## config.mk

```make
export PLATFORM = sky130hd
export DESIGN_NAME = data_sampler_mv
export DESIGN_NICKNAME = d
export VERILOG_FILES = /design/src/rtl/data_sampler_mv.sv
export SDC_FILE = /design/constraint.sdc
export NUM_CORES = 1
export LEC_CHECK = 0
export ABC_AREA = 1
export CAP_MARGIN = 30
export CORE_UTILIZATION = 45
export CTS_BUF_LIST = sky130_fd_sc_hd__clkbuf_16
export CTS_CLUSTER_DIAMETER = 120
export DETAILED_ROUTE_END_ITERATION = 8
export GPL_TIMING_DRIVEN = 0
export PLACE_DENSITY_LB_ADDON = 0.12
export SKIP_CTS_REPAIR_TIMING = 1
export SLEW_MARGIN = 15
export SYNTH_ARGS = -nofsm -noshare
export SYNTH_HDL_FRONTEND = slang
export SYNTH_SLANG_ARGS = --single-unit
```

## constraint.sdc

```tcl
create_clock -name CLK -period 2.5 [get_ports CLK]
set_input_delay 0.375 -clock CLK [delete_from_list [all_inputs] [get_ports CLK]]
set_output_delay 0.375 -clock CLK [all_outputs]
set_load 0.02 [all_outputs]
```

## src/rtl/data_sampler_mv.sv

```systemverilog
// data_sampler_mv: oversampled serial-bit sampler with 3- or 5-sample
// majority vote around the bit centre. RX_IN is synchronised first; the
// window position and vote size are latched when a window opens so that
// configuration changes only affect the next window.
module data_sampler_mv #(
  parameter int PRESCALE_WIDTH = 6,
  parameter int SYNC_STAGES    = 2
) (
  input  logic                      CLK,
  input  logic                      RST,
  input  logic                      data_sample_en,
  input  logic                      RX_IN,
  input  logic [PRESCALE_WIDTH-1:0] edge_cnt,
  input  logic [PRESCALE_WIDTH-1:0] prescale,
  input  logic                      vote_mode,
  output logic                      sampled_bit,
  output logic                      sample_valid,
  output logic                      noise_err,
  output logic                      cfg_err
);

  typedef enum logic [1:0] {IDLE, COLLECT, VOTE} state_t;

  localparam logic [PRESCALE_WIDTH-1:0] MIN_PS3 = PRESCALE_WIDTH'(4);
  localparam logic [PRESCALE_WIDTH-1:0] MIN_PS5 = PRESCALE_WIDTH'(8);

  logic                      rx_s;
  state_t                    state, state_next;
  logic [4:0]                slots;
  logic [4:0]                valid;
  logic [PRESCALE_WIDTH-1:0] first_reg;
  logic                      five_reg;

  logic [PRESCALE_WIDTH-1:0] half;
  logic [PRESCALE_WIDTH-1:0] first_idx;
  logic [PRESCALE_WIDTH-1:0] offset;
  logic [PRESCALE_WIDTH-1:0] last_off;
  logic                      in_win;
  logic                      is_last;
  logic [4:0]                valid_after;
  logic [4:0]                need_mask;
  logic                      start;
  logic                      capture;
  logic [4:0]                used;
  logic [2:0]                ones;
  logic                      vote_bit;
  logic                      vote_noise;
  logic                      vote_now;

  // Input synchroniser; a zero-stage build uses the raw line directly.
  generate
    if (SYNC_STAGES == 0) begin : g_nosync
      assign rx_s = RX_IN;
    end else begin : g_sync
      logic [SYNC_STAGES-1:0] sync;
      // Shift chain, reset to the idle-high line level.
      always_ff @(posedge CLK or posedge RST) begin
        if (RST) sync <= '1;
        else     sync <= SYNC_STAGES'({sync, RX_IN});
      end
      assign rx_s = sync[SYNC_STAGES-1];
    end
  endgenerate

  // Window geometry from the live inputs (used only when a window opens)
  // and from the latched values (used while collecting).
  assign half      = prescale >> 1;
  assign first_idx = half - (vote_mode ? PRESCALE_WIDTH'(2) : PRESCALE_WIDTH'(1));
  assign cfg_err   = vote_mode ? (prescale < MIN_PS5) : (prescale < MIN_PS3);

  assign offset      = edge_cnt - first_reg;
  assign last_off    = five_reg ? PRESCALE_WIDTH'(4) : PRESCALE_WIDTH'(2);
  assign in_win      = (edge_cnt >= first_reg) && (offset <= last_off);
  assign is_last     = (offset == last_off);
  assign valid_after = valid | (5'b00001 << offset[2:0]);
  assign need_mask   = five_reg ? 5'b11111 : 5'b00111;

  assign start   = (state == IDLE) && (state_next == COLLECT);
  assign capture = (state == COLLECT) && data_sample_en && in_win;

  // State register.
  always_ff @(posedge CLK or posedge RST) begin
    if (RST) state <= IDLE;
    else     state <= state_next;
  end

  // Next-state logic: open on the first index, abort on any gap or stray tick.
  always_comb begin
    state_next = state;
    case (state)
      IDLE: begin
        if (data_sample_en && !cfg_err && (edge_cnt == first_idx))
          state_next = COLLECT;
      end
      COLLECT: begin
        if (!data_sample_en || !in_win)
          state_next = IDLE;
        else if (is_last)
          state_next = ((valid_after & need_mask) == need_mask) ? VOTE : IDLE;
      end
      VOTE:    state_next = IDLE;
      default: state_next = IDLE;
    endcase
  end

  // Sample slots, their valid bits and the per-window latched configuration.
  always_ff @(posedge CLK or posedge RST) begin
    if (RST) begin
      slots     <= '0;
      valid     <= '0;
      first_reg <= '0;
      five_reg  <= 1'b0;
    end else if (start) begin
      slots[0]  <= rx_s;
      valid     <= 5'b00001;
      first_reg <= first_idx;
      five_reg  <= vote_mode;
    end else if (capture) begin
      slots[offset[2:0]] <= rx_s;
      valid              <= valid_after;
    end else if (state_next == IDLE) begin
      valid <= '0;
    end
  end

  // Output decode: count ones over the active slots and form the vote.
  always_comb begin
    used       = slots & need_mask;
    ones       = {2'b00, used[0]} + {2'b00, used[1]} + {2'b00, used[2]}
               + {2'b00, used[3]} + {2'b00, used[4]};
    vote_bit   = five_reg ? (ones >= 3'd3) : (ones >= 3'd2);
    vote_noise = (ones != 3'd0) && (ones != (five_reg ? 3'd5 : 3'd3));
    vote_now   = (state == VOTE);
  end

  // Registered results: strobe for one cycle, hold the bit between votes.
  always_ff @(posedge CLK or posedge RST) begin
    if (RST) begin
      sampled_bit  <= 1'b1;
      sample_valid <= 1'b0;
      noise_err    <= 1'b0;
    end else begin
      sample_valid <= vote_now;
      noise_err    <= vote_now && vote_noise;
      if (vote_now) sampled_bit <= vote_bit;
    end
  end

endmodule

```

==> impl_results.md <==
* Status: finished, final reports clean
* Final core occ at between 60% and 70%
* Crit start category: flop
* CTS buffer count at 3
* Top post-synthesis cells by count: 53 x nand2_1, 42 x inv_1, 21 x dfrtp_1, 17 x nand3_1, 15 x nor2_1
* Via density at between 4 and 5
* Worst hold slack at about 0.35 ns
* Yosys warning total at 0
* Die area at 4057 um2
* Worst Setup End Kind: flop
* Synth area leader: dfrtp_1
* Setup-failing EPs final at 0
* Critical Path Fanout Max at 10
* Global-route wire length before repair at 5809 um
* Vias in the first global route at about 1.3k
* GRT Resource Usage Total at a little under a fifth
* Primary FF master, synth: dfrtp_1
* H-tree lvl count at 1
* Leakage power at 1.175 nW
* Final net count at between 200 and 300
* Worst VDD drop at 0.0003946 V
* WL/cell at 11.32 um
* Most frequent cell after synthesis: nand2_1
* Count of input and output buffers at 19
* Min setup slack post-route at between 0.1 and 0.15 ns
* Max Slew Vio Count at 0
* Final Hold Fails at 0
* Later-pin clock latency in the skew report at 0.26 ns
* Share of layout cells above drive strength 1 at 18.60%
* Clock Skews at approximately 0.0027 ns
* Worst Hold Class: input pin to async pin
* #FFs+latches synth at 24
* Initial DRC Count at 71
* DR vias at 1471
* CTS Buffer Depth at 2
* Largest net degree at the start of global routing at 25
* Row count at 22
* Worst Path Class, Setup: flop to flop
* Post-Syn Area at about 1700 um2
* Final critical-path required period at 2.374 ns
* Req. time, crit path at 2.65 ns
* Post-synth EDFFs at 0
* CP arrival at 2.52 ns
* Detailed-route DRC error count at 0
* Synth top area share at between 30% and 40%
* Max reg flops at 6
* DP HPWL at 2595 um
* Fin crit share at 94.96%
* Wirelength, routed at 3464 um
* Die W at between 60 and 70 um
* Root Buffer: clkbuf_16
* Maximum clock frequency at 421.2 MHz
* Power Density at 732.3 nW/um2
* Setup slack after placement at -0.7391 ns
* Clk slew on worst S/H paths at 0.06 ns
* DRT Pass-1 Iters at 4
* Cells after synthesis at 223
* Sequential share of the synthesized area at between 30% and 40%
* Avg Inst Size Synth at 7.681 um2
* Max Cap Viol at 0
* Syn-to-layout area delta at 34.55%
* Antenna viol nets, final at 0
* Final Wtd Congestion at 0.7693
* Slew headroom at 79.66%
* Initial Utilization at 46.79%
* Ports at 21
* CTS Sinks at 24
* Net Count, Synth at about 260
* Die Y at 63.70 um
* Number of diodes at 0
* Reg2Reg Depth at 13
* Worst slew pin tran at 0.3048 ns
* Distinct cell type count after synthesis at 31
* Initial antenna violation count at 0
* CORE AREA at 3661 um2
* CTS tree: built
* GR Overflow Total at 0
* Ys async rst share at between 90% and 100%
* RSZ-0062 raised after global routing: no
* Synth area leaders: dfrtp_1 31%, nand2_1 12%, inv_1 9.2%, ha_1 8.8%, nand3_1 5.0%
[report_power, final]
part           leakage [nW]  switching (W)  internal, W  total, W
clock                0.0511       0.000141     0.000318  0.000459
sequential            0.310      0.0000340     0.000436  0.000470
combinational         0.814       0.000438     0.000320  0.000758
total                  1.17       0.000613      0.00107   0.00169
[routing by layer]
layer	track usage, %	part of all wire, %	up-vias
li1	-	-	774
met1	26.33	50	666
met2	27.79	46	27
met3	3.623	3.4	4
met4	5.114	1.0	0
met5	0	0	-
[critical path, cell delays in order, from the launching register on]
cell      delay, ns
dfrtp_1        0.41
ha_4           0.17
fa_2           0.38
xor2_2         0.20
inv_2          0.08
ha_4           0.27
inv_1          0.03
o211ai_1       0.25
a21oi_4        0.12
nand2_4        0.09
buf_12         0.13
nor2_4         0.03
nand2_1        0.06
nand2_1        0.05
[final timing paths]
check	startpoint	endpoint	slack, ns
worst max-delay path	first_reg[0]$_DFFE_PP0P_	slots[4]$_DFFE_PP0P_	0.13
worst min-delay path	RST	slots[1]$_DFFE_PP0P_	0.35
worst max register to register	first_reg[0]$_DFFE_PP0P_	slots[4]$_DFFE_PP0P_	0.13
worst min register to register	g_sync.sync[0]$_DFF_PP1_	g_sync.sync[1]$_DFF_PP1_	0.36
max in group asynchronous	RST	sampled_bit$_DFFE_PP1P_	1.67
min in group CLK	g_sync.sync[0]$_DFF_PP1_	g_sync.sync[1]$_DFF_PP1_	0.36
[cell type report]
cell class | count | area, um2
buffer | 2 | 31.28
tap | 48 | 60.06
sequential | 24 | 604.3
multi-input combinational | 156 | 1028
inverter | 42 | 157.7
fill | 324 | 1356
clock inverter | 1 | 30.03
timing repair buffer | 30 | 317.8
clock buffer | 3 | 75.07
[cells by family (layout without fill, tap and decap cells)]
kind of cell | Yosys count | in the layout | share of synthesized area (%)
compound gates | 31 | 31 | 11.03
xor+xnor | 7 | 7 | 3.579
fa+ha+maj | 16 | 16 | 13.44
buf+inv | 44 | 78 | 10.15
flops | 24 | 24 | 35.28
simple gates | 101 | 102 | 26.52
[metrics by stage]
stage	total power (W)	setup TNS [ns]	instance area (um2)	cells
global placement	0.001102	-10.58	1963	290
finish	0.001688	0	2305	306
floorplan	0.0009677	0	1713	223
CTS	0.001583	-5.649	2068	294
detailed placement	0.001115	-10.63	1963	290
global route	0.001825	0	2305	306
[cell usage in the layout (no fill, tap or decap), types with 2 or more instances in the layout]
cell type / instances
nand2_1: 52
a21oi_1: 14
nand4_1: 2
clkdlybuf4s50_1: 15
or2_1: 2
dlymetal6s2s_1: 4
o21ai_0: 4
nor3_1: 2
o21ai_2: 5
buf_6: 5
nand3_1: 17
xor2_1: 3
nand2_2: 2
dfrtp_1: 21
o21ai_1: 3
nand3b_1: 3
nor2_2: 3
inv_2: 5
dfstp_2: 3
buf_4: 6
fa_1: 3
xnor2_1: 2
nor2_1: 13
inv_1: 37
ha_1: 8
ha_4: 4
clkbuf_16: 3
No activity file was read; power rests on OpenSTA's default activity.
